File: config.mk
export PLATFORM = sky130hd
export DESIGN_NAME = epp_update_sched
export DESIGN_NICKNAME = d
export VERILOG_FILES = /design/src/rtl/epp_update_sched.sv
export SDC_FILE = /design/constraint.sdc
export NUM_CORES = 1
export LEC_CHECK = 0
export BUFFER_PORTS_ARGS = -buffer_cell sky130_fd_sc_hd__buf_2
export CORE_UTILIZATION = 55
export CTS_BUF_LIST = sky130_fd_sc_hd__clkbuf_8
export CTS_CLUSTER_SIZE = 8
export DETAILED_ROUTE_END_ITERATION = 16
export PLACE_DENSITY = 0.85
export SLEW_MARGIN = 0
export SYNTH_ARGS = -nofsm -noshare
export SYNTH_HDL_FRONTEND = slang
export SYNTH_SLANG_ARGS = --single-unit
File: constraint.sdc
create_clock -name glb_clk -period 2.25 [get_ports glb_clk]
set_clock_uncertainty 0.05 [all_clocks]
set_input_delay 0.3375 -clock glb_clk [delete_from_list [all_inputs] [get_ports glb_clk]]
set_output_delay 0.3375 -clock glb_clk [all_outputs]
set_load 0.01 [all_outputs]
File: src/rtl/epp_update_sched.sv
// EPD update scheduler: power-up, clean (black/white), gray and fill frame sequencing, power-down.
// Optional abort input enabled by defining EPP_SCHED_ABORT_EN.
module epp_update_sched #(
  parameter int unsigned CLEAN_FRAMES = 48,
  parameter int unsigned GRAY_FRAMES  = 20,
  parameter int unsigned FILL_FRAMES  = 24,
  parameter int unsigned PWR_TIMEOUT  = 1023,
  parameter int unsigned PWR_DN_HOLD  = 255
) (
  input  logic       glb_clk,
  input  logic       glb_rst,
  input  logic       req_valid,
  input  logic [1:0] req_mode,
  output logic       req_ready,
  output logic       pwr_en,
  input  logic       pwr_good,
  output logic       frm_start,
  input  logic       frm_done,
  output logic [1:0] frm_drive,
  output logic [4:0] frm_gray_idx,
  output logic       busy,
  output logic       upd_done,
  output logic       err
`ifdef EPP_SCHED_ABORT_EN
  ,
  input  logic       abort
`endif
);

  localparam int unsigned TMR_MAX = (PWR_TIMEOUT > PWR_DN_HOLD) ? PWR_TIMEOUT : PWR_DN_HOLD;
  localparam int unsigned TW      = $clog2(TMR_MAX + 1);

  typedef enum logic [2:0] {S_IDLE, S_PWR_UP, S_START, S_WAIT, S_PWR_DN, S_ERR} state_t;
  typedef enum logic [1:0] {PH_CLEAN, PH_GRAY, PH_FILL} phase_t;

  state_t        state, nxt;
  phase_t        phase, nxt_phase;
  logic [5:0]    frm_cnt, nxt_cnt;
  logic [TW-1:0] tmr, nxt_tmr;
  logic [1:0]    mode_q, nxt_mode;
  logic          abort_q, nxt_abort;
  logic          done_pulse;
  logic          abort_in;
  logic          phase_last;

`ifdef EPP_SCHED_ABORT_EN
  assign abort_in = abort;
`else
  assign abort_in = 1'b0;
`endif

  function automatic logic [5:0] phase_len(phase_t p);
    case (p)
      PH_CLEAN: phase_len = 6'(CLEAN_FRAMES);
      PH_GRAY:  phase_len = 6'(GRAY_FRAMES);
      default:  phase_len = 6'(FILL_FRAMES);
    endcase
  endfunction

  function automatic logic [1:0] drive_of(phase_t p, logic [5:0] k);
    case (p)
      PH_CLEAN: drive_of = (k < 6'(CLEAN_FRAMES / 2)) ? 2'b01 : 2'b10;
      PH_GRAY:  drive_of = 2'b00;
      default:  drive_of = 2'b01;
    endcase
  endfunction

  assign phase_last = (frm_cnt == phase_len(phase) - 6'd1);

  always_comb begin
    nxt        = state;
    nxt_phase  = phase;
    nxt_cnt    = frm_cnt;
    nxt_tmr    = tmr;
    nxt_mode   = mode_q;
    nxt_abort  = abort_q;
    done_pulse = 1'b0;
    case (state)
      S_IDLE: begin
        if (req_valid && req_ready) begin
          nxt       = S_PWR_UP;
          nxt_mode  = req_mode;
          nxt_tmr   = '0;
          nxt_cnt   = '0;
          nxt_abort = 1'b0;
          case (req_mode)
            2'd2:    nxt_phase = PH_GRAY;
            2'd3:    nxt_phase = PH_FILL;
            default: nxt_phase = PH_CLEAN;
          endcase
        end
      end
      S_PWR_UP: begin
        if (abort_in) begin
          nxt     = S_PWR_DN;
          nxt_tmr = '0;
        end else if (pwr_good) begin
          nxt = S_START;
        end else if (tmr == TW'(PWR_TIMEOUT)) begin
          nxt = S_ERR;
        end else begin
          nxt_tmr = tmr + TW'(1);
        end
      end
      S_START: begin
        if (abort_in) nxt_abort = 1'b1;
        nxt = pwr_good ? S_WAIT : S_ERR;
      end
      S_WAIT: begin
        if (abort_in) nxt_abort = 1'b1;
        if (!pwr_good) begin
          nxt = S_ERR;
        end else if (frm_done) begin
          if (abort_q || abort_in) begin
            nxt     = S_PWR_DN;
            nxt_tmr = '0;
          end else if (!phase_last) begin
            nxt     = S_START;
            nxt_cnt = frm_cnt + 6'd1;
          end else if (phase == PH_CLEAN && mode_q == 2'd0) begin
            nxt       = S_START;
            nxt_phase = PH_GRAY;
            nxt_cnt   = '0;
          end else begin
            nxt     = S_PWR_DN;
            nxt_tmr = '0;
          end
        end
      end
      S_PWR_DN: begin
        // upd_done lands one cycle before IDLE so req_ready follows it
        nxt_tmr = tmr + TW'(1);
        if (tmr == TW'(PWR_DN_HOLD - 1)) done_pulse = 1'b1;
        if (tmr == TW'(PWR_DN_HOLD))     nxt = S_IDLE;
      end
      S_ERR:   nxt = S_ERR;
      default: nxt = S_IDLE;
    endcase
  end

  always_ff @(posedge glb_clk) begin
    if (glb_rst) begin
      state        <= S_IDLE;
      phase        <= PH_CLEAN;
      frm_cnt      <= '0;
      tmr          <= '0;
      mode_q       <= '0;
      abort_q      <= 1'b0;
      req_ready    <= 1'b1;
      pwr_en       <= 1'b0;
      frm_start    <= 1'b0;
      frm_drive    <= '0;
      frm_gray_idx <= '0;
      busy         <= 1'b0;
      upd_done     <= 1'b0;
      err          <= 1'b0;
    end else begin
      state     <= nxt;
      phase     <= nxt_phase;
      frm_cnt   <= nxt_cnt;
      tmr       <= nxt_tmr;
      mode_q    <= nxt_mode;
      abort_q   <= nxt_abort;
      // outputs are decoded from the next state so they are registered yet aligned
      req_ready <= (nxt == S_IDLE);
      pwr_en    <= (nxt == S_PWR_UP) || (nxt == S_START) || (nxt == S_WAIT);
      frm_start <= (nxt == S_START);
      busy      <= !((nxt == S_IDLE) || (nxt == S_ERR));
      upd_done  <= done_pulse;
      err       <= (nxt == S_ERR);
      if (nxt == S_START) begin
        frm_drive    <= drive_of(nxt_phase, nxt_cnt);
        frm_gray_idx <= (nxt_phase == PH_GRAY) ? nxt_cnt[4:0] : '0;
      end
    end
  end

endmodule

==> results of run 1 <==
logic make-up after synthesis:
logic type	after synthesis	synth area share, %
flip-flops	36	36.9
buffers and inverters	13	3.40
XOR/XNOR	10	4.49
AND/OR/NAND/NOR	109	28.4
adder cells (fa/ha/maj)	3	1.92
AO/OA/AOI/OAI	58	20.0
multiplexers	7	4.87
cell usage after synthesis (2+ instances only):
| cell type | instances |
|---|---|
| ha_1 | 3 |
| nor4_1 | 4 |
| dfxtp_1 | 36 |
| o21ai_0 | 5 |
| and3_1 | 3 |
| and2_2 | 2 |
| mux2i_1 | 2 |
| mux2_4 | 2 |
| and2b_2 | 2 |
| nand2_1 | 26 |
| a311oi_1 | 3 |
| nand3_1 | 12 |
| mux2_2 | 2 |
| a21oi_1 | 18 |
| nand4_1 | 4 |
| o211ai_1 | 6 |
| nor3b_1 | 3 |
| o311a_1 | 2 |
| nor3_1 | 3 |
| clkbuf_1 | 7 |
| xnor2_1 | 10 |
| a41oi_1 | 2 |
| nand3b_1 | 2 |
| inv_1 | 4 |
| a211oi_1 | 2 |
| and2_1 | 3 |
| a31oi_1 | 6 |
| nor2_1 | 33 |
| a21o_1 | 2 |
| a21boi_0 | 4 |
layout make-up:
type / instances / area (sq um)
Timing Repair Buffer: 37 / 230
Clock buffer: 5 / 68.8
Inverter: 4 / 15.0
Sequential cell: 36 / 724
Fill cell: 281 / 1050
Clock inverter: 3 / 23.8
Tap cell: 46 / 57.6
Multi-Input combinational cell: 187 / 1200
repair_timing:
| action | CTS | global route |
|---|---|---|
| resized for setup | 0 | 9 |
| endpoints found under the setup margin | 1 | 22 |
| pin swaps | 0 | 0 |
flip-flops by register name (all words and copies together), names as in the netlist, 2 cells and up:
name          count
tmr              10
frm_cnt           6
frm_gray_idx      5
state             3
frm_drive         2
mode_q            2
phase             2
power breakdown:
part / switching, W / internal (W)
Clock: 0.000252 / 0.000219
Combinational: 0.000157 / 0.000113
Sequential: 0.0000298 / 0.000667
Total: 0.000439 / 0.000998
worst max path at each step:
stage | start | to | slack [ns] | cells after the start
2_1_floorplan | frm_cnt[4] | frm_drive[0] | -0.07 | 7
6_report | frm_cnt[5] | frm_drive[0] | 0.03 | 6
4_1_cts | tmr[1] | tmr[1] | -0.0003 | 6
5_1_grt | state[0] | frm_drive[0] | -0.004 | 6
3_3_place_gp | frm_cnt[5] | frm_drive[0] | 0.08 | 6
3_5_place_dp | tmr[0] | tmr[2] | 0.04 | 7
through the flow:
step	power (W)	instance area (sq um)	utilization, %
2_1_floorplan	0.000881	1950	-
3_3_place_gp	0.000962	2190	65.1
3_5_place_dp	0.000967	2190	65.1
4_1_cts	0.00143	2280	67.9
5_1_grt	0.00150	2320	68.9
6_report	0.00144	2320	68.9
worst register-to-register path, cell delays in order, from the launching register on:
cell and delay (ns):
dfxtp_2 0.33, or3b_4 0.39, mux2_4 0.28, or4_4 0.42
and2_4 0.16, mux2_4 0.29, a32o_1 0.19
per-layer routing:
layer	routed length (um)	vias to the layer above	track usage (%)
met5	0	-	0
met3	313	16	6.93
met1	2090	870	34.8
met4	127	0	12.1
li1	-	926	-
met2	2260	85	42.5
==> results.txt, run 1 <==
----------------------------------------------------
[Yosys]
  FF+latch count, synth ... 36
  Cell Area, Synth ... 0.00195 sq mm
  Post-synth top flop ... dfxtp_1
  Top cells by area, synth ... dfxtp_1, nor2_1, nand2_1
  Area share of the leading cell type in the synthesized netlist ... a little under two fifths
  Netlist cell types ... 53
  Average size of a mapped cell ... approximately 8.3 sq um
  Async S/R FF share, synth ... 0%
  Most area-hungry cell type in the Yosys netlist ... dfxtp_1
  Instance count of the mapped netlist ... 236
  Synthesis warning total ... 0
  Number of flops mapped to enable cells by yosys ... 0
  Number of nets in the synthesized netlist ... between 200 and 250
  Seq/Total Area, Yosys ... 36.9%

[Power]
  Power density cells ... approximately 620 mW/mm^2
  Leak pwr ... 0.881 nW
  VDD IR max ... ~0.00055 V

[Cells and area]
  Most frequent cells in the layout ... nor2_1, dfxtp_1, nand2_1, buf_2, buf_4
  Count of inserted antenna diode cells ... 0
  Final std cells w/o fill ... between 300 and 400
  Area added between synthesis and finish ... 18.7%
  # nets final ... around 280
  Fraction of layout cells with a size suffix above 1 ... a little over a quarter

[Worst setup path]
  Worst Path Arrival ... 2.36 ns
  Worst R2R End ... frm_drive[0]
  WS Path Type ... flop to flop
  Crit-path max cell delay ... between 0.4 and 0.5 ns
  Worst path buffer plus inverter count ... 0
  Top Family by Delay on Critical Path ... simple AND/OR/NAND/NOR gates
  Type of element capturing the critical path ... flop
  Worst-path cell with the longest stage delay ... or4_4
  Biggest fanout along the worst timing path ... 3
  Worst r2r path cells ... 6
  R2R Setup Slk ... about 0.032 ns
  Type of origin of the critical path ... flop
  Cell seen most often among critical-path stages ... mux2_4
  Cells along the critical path ... or3b_4 > mux2_4 > or4_4 > and2_4 > mux2_4 > a32o_1
  Endpoint required time on the critical path ... approximately 2.4 ns
  Crit Reg-Reg Startpoint ... frm_cnt[5]

[Route]
  Average wire per standard cell ... around 15 um
  Antenna Violating Nets Remaining ... 0
  Vias/cell ... between 5 and 6
  Router iterations before antenna repair ... 4
  Drt first-iter violations ... 120
  Detailed Route WL ... 4790 um
  Total number of vias ... 1897
  # DRC ... 0

[CTS]
  TritonCTS clock tree ... yes
  Number of post-CTS setup repair buffers ... 0
  Maximum count of clock buffers along a single path ... 2
  Total of hold buffers inserted after clock tree synthesis ... 0
  Clock sinks ... 36
  Worst-skew pair later-pin latency ... 0.30 ns
  Clock-pin slew reported for the worst setup and hold paths after clock tree synthesis ... about 0.08 ns
  Number of buffers created by CTS ... 5
  Clock tree root buffer cell ... clkbuf_8
  Number of H-tree branching levels ... 2

[Min path]
  Type of the tightest min-delay check ... input port to flop
  Number of stages on the worst hold path ... 3
  Start point of the worst min-delay path ... req_mode[0]
  Capture endpoint of the worst hold path ... mode_q[0]

[GRT]
  Final global-route overflow total ... 0
  Maximum number of pins on one net before global-route repair ... 24
  Wire length of the first global-routing pass ... around 7500 um
  GR Util All Layers ... between 20 and 30%
  Initial antenna violation count ... 0
  Vias in the first global route ... about 1600

[STA]
  Actual slew at the worst max-slew pin ... about 0.56 ns
  Fraction of the cycle the final worst path needs ... between 90% and 100%
  Unrepaired setup endpoints after global routing ... yes
  Max-Slew Margin vs Limit ... a little over three fifths
  Accumulated negative setup slack ... 0 ns
  Final min period ... ~2.2 ns
  Final setup violation count ... 0
  Maximum clock frequency ... 451 MHz
  Slack of the critical path ... 0.0315 ns
  Worst hold slack across all endpoints ... 0.244 ns
  Number of hold-slack violations in the final timing report ... 0
  Final count of pins violating max slew ... 0

[Run]
  MaxCap Viol Count ... 0

[Placement]
  DP Worst Slack ... 0.0412 ns
  Number of I/O port buffers ... 19
  Hpwl dp ... ~3400 um
  Cell total after placement ... slightly above 300
  Gpl congestion ... just under 1

[Floorplanning]
  Initial Util ... between 50% and 60%
  Number of top-level pins ... 20
  Die outline area ... between 0.003 and 0.004 sq mm
  Floorplan row count ... 21
  Die boundary height ... between 60 and 70 um
  Area of the core ... around 0.0034 sq mm
  Die extent in x ... 61.6 um

[Status]
  Outcome ... finished, final reports clean

----------------------------------------------------
Power figures use the tool's default switching activity.
==> inputs of run 2 (changes only) <==
--- a/config.mk
+++ b/config.mk
@@ -8,9 +8,8 @@
 export BUFFER_PORTS_ARGS = -buffer_cell sky130_fd_sc_hd__buf_2
 export CORE_UTILIZATION = 55
 export CTS_BUF_LIST = sky130_fd_sc_hd__clkbuf_8
-export CTS_CLUSTER_SIZE = 8
 export DETAILED_ROUTE_END_ITERATION = 16
-export PLACE_DENSITY = 0.85
+export PLACE_DENSITY = 0.78
 export SLEW_MARGIN = 0
 export SYNTH_ARGS = -nofsm -noshare
 export SYNTH_HDL_FRONTEND = slang
==> run 2 against run 1 <==
  * The flow now finishes with violations (negative setup slack)
  * Hold slack gained 0.0060 ns
  * Total power grew 6.7%
  * First-iteration DRC count shrank 34%
  * Die area is the same
  * Sequential share of layout area shrank 0.56 points
  * Sequential power shrank 0.6%
  * Global-route usage grew 1.0 points
  * Cell count grew 0.94%
  * Routed wire length grew 2.2%
  * Largest power group unchanged
==> results.txt, run 2 (same netlist as run 1, synthesis figures left out) <==
----------------------------------------------------
[Status]
  Outcome ... complete, but fails checks (was finished, final reports clean)
  Violated checks ... negative setup slack

[STA]
  Actual slew at the worst max-slew pin ... 0.589 ns (was 0.555 ns)
  Max-Slew Margin vs Limit ... 60.5% (was 62.7%)
  Worst hold slack across all endpoints ... 0.250 ns (was 0.244 ns)
  Fraction of the cycle the final worst path needs ... 100% (was 98.6%)
  Slack of the critical path ... -0.0103 ns (was 0.0315 ns)
  Final setup violation count ... 1 (was 0)
  Unrepaired setup endpoints after global routing ... yes (unchanged)
  Final min period ... 2.26 ns (was 2.22 ns)
  Maximum clock frequency ... 442 MHz (was 451 MHz)
  Accumulated negative setup slack ... -0.0103 ns (was 0 ns)
  Number of hold-slack violations in the final timing report ... 0 (unchanged)
  Final count of pins violating max slew ... 0 (unchanged)

[Floorplanning]
  Initial Util ... 58.0% (unchanged)
  Die boundary height ... 61.6 um (unchanged)
  Number of top-level pins ... 20 (unchanged)
  Die extent in x ... 61.6 um (unchanged)
  Area of the core ... 0.00336 sq mm (unchanged)
  Die outline area ... 0.00379 sq mm (unchanged)
  Floorplan row count ... 21 (unchanged)

[Route]
  Vias/cell ... 5.88 (was 5.97)
  Drt first-iter violations ... 79 (was 120)
  Detailed Route WL ... 4900 um (was 4790 um)
  Antenna Violating Nets Remaining ... 0 (unchanged)
  Total number of vias ... 1888 (was 1897)
  Average wire per standard cell ... 15.3 um (was 15.1 um)
  # DRC ... 0 (unchanged)
  Router iterations before antenna repair ... 4 (unchanged)

[CTS]
  Clock-pin slew reported for the worst setup and hold paths after clock tree synthesis ... 0.08 ns (about the same)
  Clock sinks ... 36 (unchanged)
  TritonCTS clock tree ... yes (unchanged)
  Number of buffers created by CTS ... 5 (unchanged)
  Maximum count of clock buffers along a single path ... 2 (unchanged)
  Number of H-tree branching levels ... 2 (unchanged)
  Number of post-CTS setup repair buffers ... 0 (unchanged)
  Clock tree root buffer cell ... clkbuf_8 (unchanged)
  Worst-skew pair later-pin latency ... 0.29 ns (was 0.30 ns)

[Cells and area]
  Register ranked first by flip-flop count ... tmr (unchanged)
  Share of the core filled with cells in the final layout ... 70.1% (was 68.9%)
  Filler Cells Inserted ... 293 (was 281)
  Largest register FFs ... 10 (unchanged)
  Most frequent cells in the layout ... nor2_1, dfxtp_1, nand2_1, buf_4, buf_2 (was nor2_1, dfxtp_1, nand2_1, buf_2, buf_4)
  # nets final ... 284 (was 281)
  Largest registers ... tmr (10), frm_cnt (6), frm_gray_idx (5) (unchanged)
  Fraction of layout cells with a size suffix above 1 ... 26.2% (was 26.1%)
  Count of inserted antenna diode cells ... 0 (unchanged)
  Area added between synthesis and finish ... 20.9% (was 18.7%)

[Placement]
  Gpl congestion ... 0.909 (was 0.972)
  Number of I/O port buffers ... 19 (unchanged)
  Hpwl dp ... 3550 um (was 3390 um)
  DP Worst Slack ... 0.00626 ns (was 0.0412 ns)

[Worst setup path]
  Type of origin of the critical path ... flop (unchanged)
  Timing startpoint of the critical path ... phase[1] (was frm_cnt[5])
  Biggest fanout along the worst timing path ... 5 (was 3)
  Crit Reg-Reg Startpoint ... phase[1] (was frm_cnt[5])
  Type of element capturing the critical path ... flop (unchanged)
  Endpoint required time on the critical path ... 2.39 ns (was 2.40 ns)
  WS Path Type ... flop to flop (unchanged)
  Worst Path Arrival ... 2.40 ns (was 2.36 ns)

[Power]
  Sequential fraction of design power ... 45.2% (was 48.5%)
  VDD IR max ... 0.000459 V (was 0.000551 V)
  Clk network pwr share ... 36.3% (was 32.8%)
  Portion of total power attributed to combinational logic ... 18.6% (was 18.8%)
  Int Pwr ... 0.00111 W (was 0.000998 W)
  Power density cells ... 651 mW/mm^2 (was 621 mW/mm^2)
  Net switching power ... 0.000423 W (was 0.000439 W)
  Leak pwr ... 0.916 nW (was 0.881 nW)
  Sw Ratio ... 27.6% (was 30.5%)

[GRT]
  Wire length of the first global-routing pass ... 7520 um (was 7490 um)
  GR Util All Layers ... 28.0% (was 27.0%)
  Maximum number of pins on one net before global-route repair ... 24 (unchanged)
  Final global-route overflow total ... 0 (unchanged)
  Vias in the first global route ... 1665 (was 1635)
  Initial antenna violation count ... 0 (unchanged)

[Run]
  MaxCap Viol Count ... 0 (unchanged)

[Min path]
  Start point of the worst min-delay path ... req_mode[0] (unchanged)
  Type of the tightest min-delay check ... input port to flop (unchanged)

----------------------------------------------------
-- run 2: worst max-delay path: stages, from the launching register on --
cell	delay, ns
dfxtp_1	0.41
and2b_2	0.29
mux2i_4	0.22
or4_4	0.50
and2_4	0.18
mux2_4	0.29
a32o_1	0.21
-- run 2: routing by layer --
layer	share of wire [%]	global-route usage, %	vias to the layer above
met4	2.2	13.0	0
met3	4.3	6.09	10
met1	44	34.4	891
met5	0	0	-
li1	-	-	937
met2	49	46.7	50
-- run 2: per-stage QoR --
stage               area [sq um]  total power, W  cells
finish                      2360         0.00153    321
global route                2360         0.00159    321
CTS                         2320         0.00154    321
detailed placement          2210        0.000980    313
global placement            2210        0.000974    313
floorplan                   1950        0.000881    236
-- run 2: power groups by stage --
| stage | registers (W) | clock network (W) | logic, W |
|---|---|---|---|
| floorplan | 0.000708 | 0 | 0.000173 |
| finish | 0.000693 | 0.000556 | 0.000285 |
| global placement | 0.000705 | 0 | 0.000269 |
| CTS | 0.000692 | 0.000571 | 0.000276 |
| detailed placement | 0.000706 | 0 | 0.000274 |
| global route | 0.000697 | 0.000585 | 0.000312 |
-- run 2: timing repair --
action	4_1_cts	5_1_grt
endpoints found under the setup margin	1	14
gates resized for setup	0	10
hold buffers	0	0
pin swaps	1	2
-- run 2: area by class of cell --
type | count | area [sq um] | area share, %
Clock buffer | 5 | 68.8 | 2.92
Clock inverter | 3 | 38.8 | 1.64
Inverter | 4 | 15.0 | 0.637
Multi-Input combinational cell | 187 | 1200 | 50.8
Sequential cell | 36 | 724 | 30.7
Tap cell | 46 | 57.6 | 2.44
Timing Repair Buffer | 40 | 256 | 10.9
-- run 2: path summary, 6_finish.rpt --
path / end / slack (ns) / cells after the start
worst min-delay path: mode_q[0] / 0.25 / 3
worst max register to register: frm_drive[0] / -0.01 / 6
worst min register to register: frm_gray_idx[0] / 0.41 / 2
worst max-delay path: frm_drive[0] / -0.01 / 6
